--- config.mk ---
export PLATFORM = sky130hd
export DESIGN_NAME = rf_bypass_mp_flat
export DESIGN_NICKNAME = d
export VERILOG_FILES = /design/src/rtl/rf_bypass_mp_if.sv /design/src/rtl/rf_bypass_mp.sv /design/src/flat_wrapper.sv
export SDC_FILE = /design/constraint.sdc
export NUM_CORES = 1
export LEC_CHECK = 0
export BUFFER_PORTS_ARGS = -buffer_cell sky130_fd_sc_hd__buf_2
export CELL_PAD_IN_SITES_DETAIL_PLACEMENT = 1
export CELL_PAD_IN_SITES_GLOBAL_PLACEMENT = 2
export CORE_AREA = 2 2 157 159
export DETAILED_ROUTE_END_ITERATION = 6
export DIE_AREA = 0 0 159 161
export PLACE_DENSITY_LB_ADDON = 0.1
export REMOVE_ABC_BUFFERS = 1
export SYNTH_ARGS = -nofsm -noshare
export SYNTH_HDL_FRONTEND = slang
export SYNTH_SLANG_ARGS = --single-unit
--- constraint.sdc ---
create_clock -name clk -period 2.1 [get_ports clk]
set_clock_uncertainty 0.2 [all_clocks]
set_input_delay 0.315 -clock clk [delete_from_list [all_inputs] [get_ports clk]]
set_output_delay 0.315 -clock clk [all_outputs]
set_load 0.03 [all_outputs]
--- src/rtl/rf_bypass_mp_if.sv ---
// Register-file access bundle: flattened read/write ports plus
// the conflict and sticky error status lines.
interface rf_bypass_mp_if #(
    parameter int DATA_W = 16,
    parameter int ADDR_W = 3,
    parameter int NREAD  = 2,
    parameter int NWRITE = 2
);
    logic [NREAD*ADDR_W-1:0]  read_sel;
    logic [NREAD*DATA_W-1:0]  read_data;
    logic [NWRITE-1:0]        write_en;
    logic [NWRITE*ADDR_W-1:0] write_sel;
    logic [NWRITE*DATA_W-1:0] write_data;
    logic                     conflict;
    logic                     err;

    modport master (
        output read_sel,
        output write_en,
        output write_sel,
        output write_data,
        input  read_data,
        input  conflict,
        input  err
    );

    modport slave (
        input  read_sel,
        input  write_en,
        input  write_sel,
        input  write_data,
        output read_data,
        output conflict,
        output err
    );
endinterface

--- src/rtl/rf_bypass_mp.sv ---
// Parametrised multi-port register file with optional write-to-read
// bypass, optional hardwired zero register and sticky conflict flag.
module rf_bypass_mp #(
    parameter int DATA_W   = 16,
    parameter int ADDR_W   = 3,
    parameter int NREAD    = 2,
    parameter int NWRITE   = 2,
    parameter int BYPASS   = 1,
    parameter int ZERO_REG = 0
) (
    input  logic          clk,
    input  logic          rst,
    rf_bypass_mp_if.slave bus
);
    localparam int NREG = 1 << ADDR_W;

    generate
        if (NREAD < 1 || NREAD > 4) begin : g_bad_nread
            $error("rf_bypass_mp: NREAD must be in 1..4");
        end
        if (NWRITE < 1 || NWRITE > 2) begin : g_bad_nwrite
            $error("rf_bypass_mp: NWRITE must be in 1..2");
        end
        if (DATA_W < 1 || ADDR_W < 1) begin : g_bad_width
            $error("rf_bypass_mp: DATA_W and ADDR_W must be >= 1");
        end
    endgenerate

    logic [ADDR_W-1:0] w_wsel [NWRITE];
    logic [DATA_W-1:0] w_wdat [NWRITE];
    logic [NWRITE-1:0] w_wen;
    logic [NWRITE-1:0] w_wkeep;
    logic              w_conflict;

    logic [DATA_W-1:0] r_mem [NREG];
    logic              r_err;

    assign w_wen = bus.write_en;

    for (genvar w = 0; w < NWRITE; w++) begin : g_wr_unpack
        assign w_wsel[w] = bus.write_sel[w*ADDR_W +: ADDR_W];
        assign w_wdat[w] = bus.write_data[w*DATA_W +: DATA_W];
        // Writes aimed at a hardwired zero register never reach storage.
        assign w_wkeep[w] = w_wen[w]
                          & ~((ZERO_REG != 0) && (w_wsel[w] == '0));
    end

    generate
        if (NWRITE == 2) begin : g_conf2
            assign w_conflict = w_wen[0] & w_wen[1]
                              & (w_wsel[0] == w_wsel[1]);
        end else begin : g_conf1
            assign w_conflict = 1'b0;
        end
    endgenerate

    // Ports are applied in ascending order so the higher port wins a tie.
    always_ff @(posedge clk or negedge rst) begin
        if (!rst) begin
            for (int k = 0; k < NREG; k++) begin
                r_mem[k] <= '0;
            end
        end else begin
            for (int w = 0; w < NWRITE; w++) begin
                if (w_wkeep[w]) begin
                    r_mem[w_wsel[w]] <= w_wdat[w];
                end
            end
        end
    end

    always_ff @(posedge clk or negedge rst) begin
        if (!rst) begin
            r_err <= 1'b0;
        end else if (w_conflict) begin
            r_err <= 1'b1;
        end
    end

    for (genvar i = 0; i < NREAD; i++) begin : g_rd
        logic [ADDR_W-1:0] w_rsel;
        logic [DATA_W-1:0] w_rval;

        assign w_rsel = bus.read_sel[i*ADDR_W +: ADDR_W];

        always_comb begin
            w_rval = r_mem[w_rsel];
            if (BYPASS != 0) begin
                for (int w = 0; w < NWRITE; w++) begin
                    if (w_wen[w] && (w_wsel[w] == w_rsel)) begin
                        w_rval = w_wdat[w];
                    end
                end
            end
            if (!rst || ((ZERO_REG != 0) && (w_rsel == '0))) begin
                w_rval = '0;
            end
        end

        assign bus.read_data[i*DATA_W +: DATA_W] = w_rval;
    end

    assign bus.conflict = w_conflict;
    assign bus.err      = r_err;
endmodule

--- src/flat_wrapper.sv ---
// flat-port wrapper written by rule: the top's interface ports become plain ports
module rf_bypass_mp_flat 
#(
    parameter int DATA_W   = 16,
    parameter int ADDR_W   = 3,
    parameter int NREAD    = 2,
    parameter int NWRITE   = 2,
    parameter int BYPASS   = 1,
    parameter int ZERO_REG = 0
)
  (clk, rst, bus_read_sel, bus_write_en, bus_write_sel, bus_write_data, bus_read_data, bus_conflict, bus_err);
  rf_bypass_mp_if #(.DATA_W(DATA_W), .ADDR_W(ADDR_W), .NREAD(NREAD), .NWRITE(NWRITE)) bus_i ();
  input  logic clk;
  input  logic rst;
  input wire logic [$bits(bus_i.read_sel)-1:0] bus_read_sel;
  input wire logic [$bits(bus_i.write_en)-1:0] bus_write_en;
  input wire logic [$bits(bus_i.write_sel)-1:0] bus_write_sel;
  input wire logic [$bits(bus_i.write_data)-1:0] bus_write_data;
  output wire logic [$bits(bus_i.read_data)-1:0] bus_read_data;
  output wire logic [$bits(bus_i.conflict)-1:0] bus_conflict;
  output wire logic [$bits(bus_i.err)-1:0] bus_err;
  assign bus_i.read_sel = bus_read_sel;
  assign bus_i.write_en = bus_write_en;
  assign bus_i.write_sel = bus_write_sel;
  assign bus_i.write_data = bus_write_data;
  assign bus_read_data = bus_i.read_data;
  assign bus_conflict = bus_i.conflict;
  assign bus_err = bus_i.err;
  rf_bypass_mp #(.DATA_W(DATA_W), .ADDR_W(ADDR_W), .NREAD(NREAD), .NWRITE(NWRITE), .BYPASS(BYPASS), .ZERO_REG(ZERO_REG)) u_core (.clk(clk), .rst(rst), .bus(bus_i));
endmodule
After elaboration in Yosys (flattened, before gate mapping)
Cells that the tools add are included.
- output and inout bits: 34
- bits of input ports: 48
- bits in registers: 129
- latch bits: 0
- logic and storage cells: 52
- memories: 0
- bits in writable memories: 0
- memory bits (read-only): 0
- shift operators: 0
- add/sub/neg operators: 0
- magnitude comparators: 6
- reduce and logical (&&, ||, !) cells: 6
- equality and inequality tests: 5
- divide/modulo/power cells: 0
- bitwise gates (word level): 6
- multipliers: 0
- muxes and demuxes: 20
- operator list (cell ; count):
    $bwmux W128 ; 2
    $mux W128 ; 2
    $mux W16 ; 12
    $bmux W16 S3 ; 2
    $demux W16 S3 ; 2
    $ge A4 B4 Y1 const B ; 4
    $not A3 Y4 ; 4
    $eq A3 B3 Y1 ; 5
    $lt A4 B1 Y1 const B ; 2
    $logic_and A1 B1 Y1 ; 6
    $and A1 B1 Y1 ; 2

Longest topological paths before layout
- depth in word-level cells: 9
- mapped depth: 7
- mapped depth without buffers: 4

Worst setup path after synthesis
OpenSTA, ideal clock, no wires.
- path kind: in2out
- start point: input port bus_read_sel[1]
- end point: output port bus_read_data[10]
- cell stages on the path: 7
- data required time: 1585 ps
- data arrival time: 1709 ps
- setup slack: -124 ps
- buffers on the path: 3
- cells stage by stage: buf_6 -> nor2b_1 -> clkbuf_1 -> buf_2 -> a22oi_1 -> nand3_1 -> a31oi_1
- longest elaborated chain between the ends: 7
- elaborated cells between the ends (all ways): 11
- classes of those cells: eq/ne (2); mux (6); bitwise (1); reduce/logical (2)
- ends and longest elaborated chain (what ; line ; RTL):
    start, declared ; flat_wrapper.sv:15 ; input wire logic [$bits(bus_i.read_sel)-1:0] bus_read_sel;
    $not A3 Y4 (implied by the code) ; rf_bypass_mp.sv:87 ; w_rval = r_mem[w_rsel];
    $bmux W16 S3 ; rf_bypass_mp.sv:87 ;
    $mux W16 (implied by the code) (2 in a row) ; rf_bypass_mp.sv:87 ;
    $mux W16 ; rf_bypass_mp.sv:90 ; if (w_wen[w] && (w_wsel[w] == w_rsel)) begin
    $mux W16 (*) ; rf_bypass_mp.sv:90 ;
    $mux W16 (*) ; rf_bypass_mp.sv:95 ; if (!rst || ((ZERO_REG != 0) && (w_rsel == '0))) begin
    end, declared ; flat_wrapper.sv:19 ; output wire logic [$bits(bus_i.read_data)-1:0] bus_read_data;
Every way passes the cells marked *; elsewhere a longest branch is shown, timed or not. The select of a mux whose other input is x is not followed.

Worst setup path after layout
- start point: register u_core.r_mem[13] in the netlist's numbering
- end point: output port bus_read_data[29]
- longest elaborated chain between the ends: 6
- ends and longest elaborated chain (what ; line ; RTL):
    start, declared ; rf_bypass_mp.sv:35 ; logic [DATA_W-1:0] r_mem [NREG];
    start signal, assigned by index ; rf_bypass_mp.sv:66 ; r_mem[w_wsel[w]] <= w_wdat[w];
    $bmux W16 S3 ; rf_bypass_mp.sv:87 ;
    $mux W16 (implied by the code) (2 in a row) ; rf_bypass_mp.sv:87 ;
    $mux W16 (2 in a row) ; rf_bypass_mp.sv:90 ;
    $mux W16 ; rf_bypass_mp.sv:95 ;
No other way between the ends. The select of a mux whose other input is x is not followed.

==> out/metrics.sh <==
CTSHTREEMAXLEVEL=4
TRITONCTS='built'
YOSYS_TOP_CELL_AREA_SHARE=0.3504
NETS=1103
GLOBAL_ROUTE.OVERFLOW_TOTAL=0
PLACE.GP.CONGESTION=0.8275
NETLIST_AREA_UM2=9211
DP_WORST_SETUP_SLACK_PS=-267.5
CLOCK_TREE.ROOT_CELL='clkbuf_16'
RELSLEWSLACK=0.3969
SYNTH-MAIN-FF-CELL='dfrtp_1'
DIODES=0
FINAL.MIN_CLOCK_PERIOD_PS=2373
DRV_SLEW=0
SETUP_VIOL=32
INITIAL_UTILIZATION=0.3844
TIMING.CRITICAL_PATH.FROM='u_core.r_mem[13]$_DFF_PN0_'
WORSTSETUPSTARTPOINTTYPE='flip-flop'
SYNTH.TOP_CELLS.BY_AREA='dfrtp_1 35%, mux2i_1 21%, mux4_2 7.8%'
YS_ASYNC_SR_FRACTION=1.000
NETLIST-CELL-TYPE-COUNT=32
POST_SYNTH_EDFFS=0
FINAL.PERIOD_UTILIZATION=1.130
FLOORPLAN.CORE_AREA_UM2=23960
POWERDENSITY_nW_PER_UM2=829.3
GRTUSAGETOTAL=0.3025
WIRELENGTH_UM=38160
IR_WORST_VDD_mV=0.4606
WIRE_LENGTH_OF_THE_FIRST_GLOBAL_ROUTING_PASS_UM=57730
TIGHTESTPINTRANSITION_PS=901.7
CTS_BUFFERS=17
CLKSLEWWORSTSETUPHOLDPATHS_PS=70
SYN2LAYOUT_AREA_GROWTH_PCT=29.23
POST_DETAILED_PLACEMENT_HALF_PERIMETER_WIRELENGTH_UM=24060
NUM_ROWS=57
POST_DRT_WL_PER_CELL_UM=27.42
SYNTH_LARGEST_AREA_CELL='dfrtp_1'
DETAILEDROUTE.FIRSTPASSITERATIONCOUNT=5
HP-START='bus_write_data[29]'
GRT_START_MAX_NET_PINS=33
CTS.SINKS=129
DPL_CELL_AREA_UM2=10410
WORST-PATH-MAX-FANOUT=3
DETAIL_ROUTE.VIAS_PER_CELL=6.011
VIOLATIONS='setup timing'
LAYOUT.FILLER_CELLS=2624
CLOCKBUFFERDEPTH=2
CRITICAL_PATH.REG2REG.STARTPOINT='u_core.r_mem[0]$_DFF_PN0_'
ACHIEVABLE-FREQUENCY_GHz=0.4214
CAP_VIOLATIONS=0
PORT_BUFFERS=81
DIE_H_UM=161
P_TOTAL_mW=9.872
POST_ROUTE_CELLS_DRIVE_ABOVE_1_SHARE=0.3127
WORST-ENDPOINT-ARRIVAL_PS=1860
FINAL_CELLS=1392
ANTENNA_FOUND_INITIAL=0
SETUP_REPAIR_AFTER_GLOBAL_ROUTING_MISSED_ITS_MARGIN='true'
DETAIL-ROUTE-ANTENNA-NETS=0
VIAS=8368
TIMING.CRITICAL_PATH.REQUIRED_PS=1580
POST-ROUTE-DRC-COUNT=0
PLACEDCELLCOUNT=1344
TIMING_HOLD_VIOLATIONS_FINAL=0
YS_SEQ_ELEMENTS=129
DIE_WIDTH_UM=159
PORTS=82
SYNTHESIS.YOSYS.WARNINGS=0
FINAL.SETUP.WORST_SLACK_PS=-273.2
FIRST_GLOBAL_VIAS=9070
POWER.STATIC_LEAKAGE_nW=5.332
SYNTH_AREA_PER_CELL_UM2=9.526
FIN_UTIL=0.4968
LAYOUT_COMMONEST_CELL='mux2i_1'
SYNTHCELLS=967
FINAL_DESIGN_INSTANCE_AREA_WITHOUT_FILL_UM2=11900
DIE_AREA_UM2=25600
END_KIND='output port'
STATUS='finished, violations left'
MIN-DELAY-PATH-CLASS='in -> reg'
SEQ_AREA_FRAC_SYNTH=0.3504
MOST_FREQUENT_CELLS_IN_THE_LAYOUT='192 x mux2i_1, 129 x dfrtp_1, 98 x nand2_1'
CRITICAL_PATH_CLASS='reg -> out'
WORSTSKEWPAIRLATENCY_PS=430
DETAIL_ROUTE.ITER0.VIOLATIONS=466
==> worst max-delay path, stage by stage (launching register included) <==
cell and delay (ps):
dfrtp_1 410, mux4_2 500, nand2b_4 160, nand3_2 70, a31oi_1 80, buf_4 190
==> Yosys cell counts (4+ instances only) <==
cell      count
mux2i_1     192
dfrtp_1     129
nand2_1      98
nor2_1       66
a21oi_1      64
o21ai_0      58
clkbuf_1     43
o21ai_1      34
nand3_1      33
a22oi_1      32
a31oi_1      32
mux4_2       32
nand2b_1     32
buf_2        24
buf_4        21
buf_6        18
xnor2_1      13
buf_1        10
nand4b_1      6
nand4_1       5
nor3b_2       4
o21ai_2       4
==> registers in the layout, summed over array words and instances, names as in the netlist <==
name and count:
u_core.r_mem 128, u_core.bus.err 1
==> area by class of cell <==
class                   instances  area (um2)  share of cell area
well taps                     324       405.4             0.03406
multi-input cells             720        5922              0.4975
clock inverters                14       170.2             0.01429
flip-flops and latches        129        3228              0.2712
clock buffers                  18       439.2             0.03689
repair buffers                187        1739              0.1461
==> per-layer routing <==
layer	GRT usage	wire (um)	up-vias	part of all wire
met1	0.3892	16740	4380	0.44
met2	0.5144	18250	258	0.48
met3	0.05907	2018	71	0.053
li1	-	-	3659	-
met4	0.1000	1147	0	0.030
met5	0	0	-	0
==> power by group <==
group	internal [mW]	total, mW	switching (mW)	leakage, nW
Combinational	1.60	3.21	1.61	3.51
Sequential	3.04	3.52	0.480	1.52
Clock	1.83	3.15	1.32	0.301
Total	6.46	9.87	3.41	5.33
==> cells by family after synthesis <==
| group | share of synthesized area |
|---|---|
| simple gates | 0.1350 |
| compound gates | 0.1364 |
| mux | 0.2869 |
| flops | 0.3504 |
| buf+inv | 0.07702 |
| xor+xnor | 0.01426 |
==> through the flow <==
| stage | TNS [ps] | hold slack [ps] |
|---|---|---|
| global route | -8547 | 16.92 |
| CTS | -7251 | 4.860 |
| finish | -6966 | 13.13 |
| global placement | -4399 | -48.11 |
| floorplan | -15110 | -180.6 |
| detailed placement | -5816 | -46.96 |
==> what timing repair did <==
action | CTS | global route
hold buffers | 7 | 0
gates resized for setup | 114 | 28
endpoints found under the setup margin | 32 | 32
buffers inserted | 4 | 5
pin swaps | 18 | 15
endpoints found under the hold margin | 90 | 0
==> worst paths after layout <==
check                                                    to  slack (ps)  cells after the start
max in group asynchronous        u_core.r_mem[91]$_DFF_PN0_         360                      4
worst max register to register    u_core.r_mem[0]$_DFF_PN0_         900                      4
worst min register to register   u_core.bus.err$_DFFE_PN0P_         270                      1
min in group asynchronous        u_core.bus.err$_DFFE_PN0P_         190                      2
worst max-delay path                      bus_read_data[29]        -270                      5
worst min-delay path            u_core.r_mem[109]$_DFF_PN0_          10                      3
Note: power is estimated with default switching activity, not from simulation.
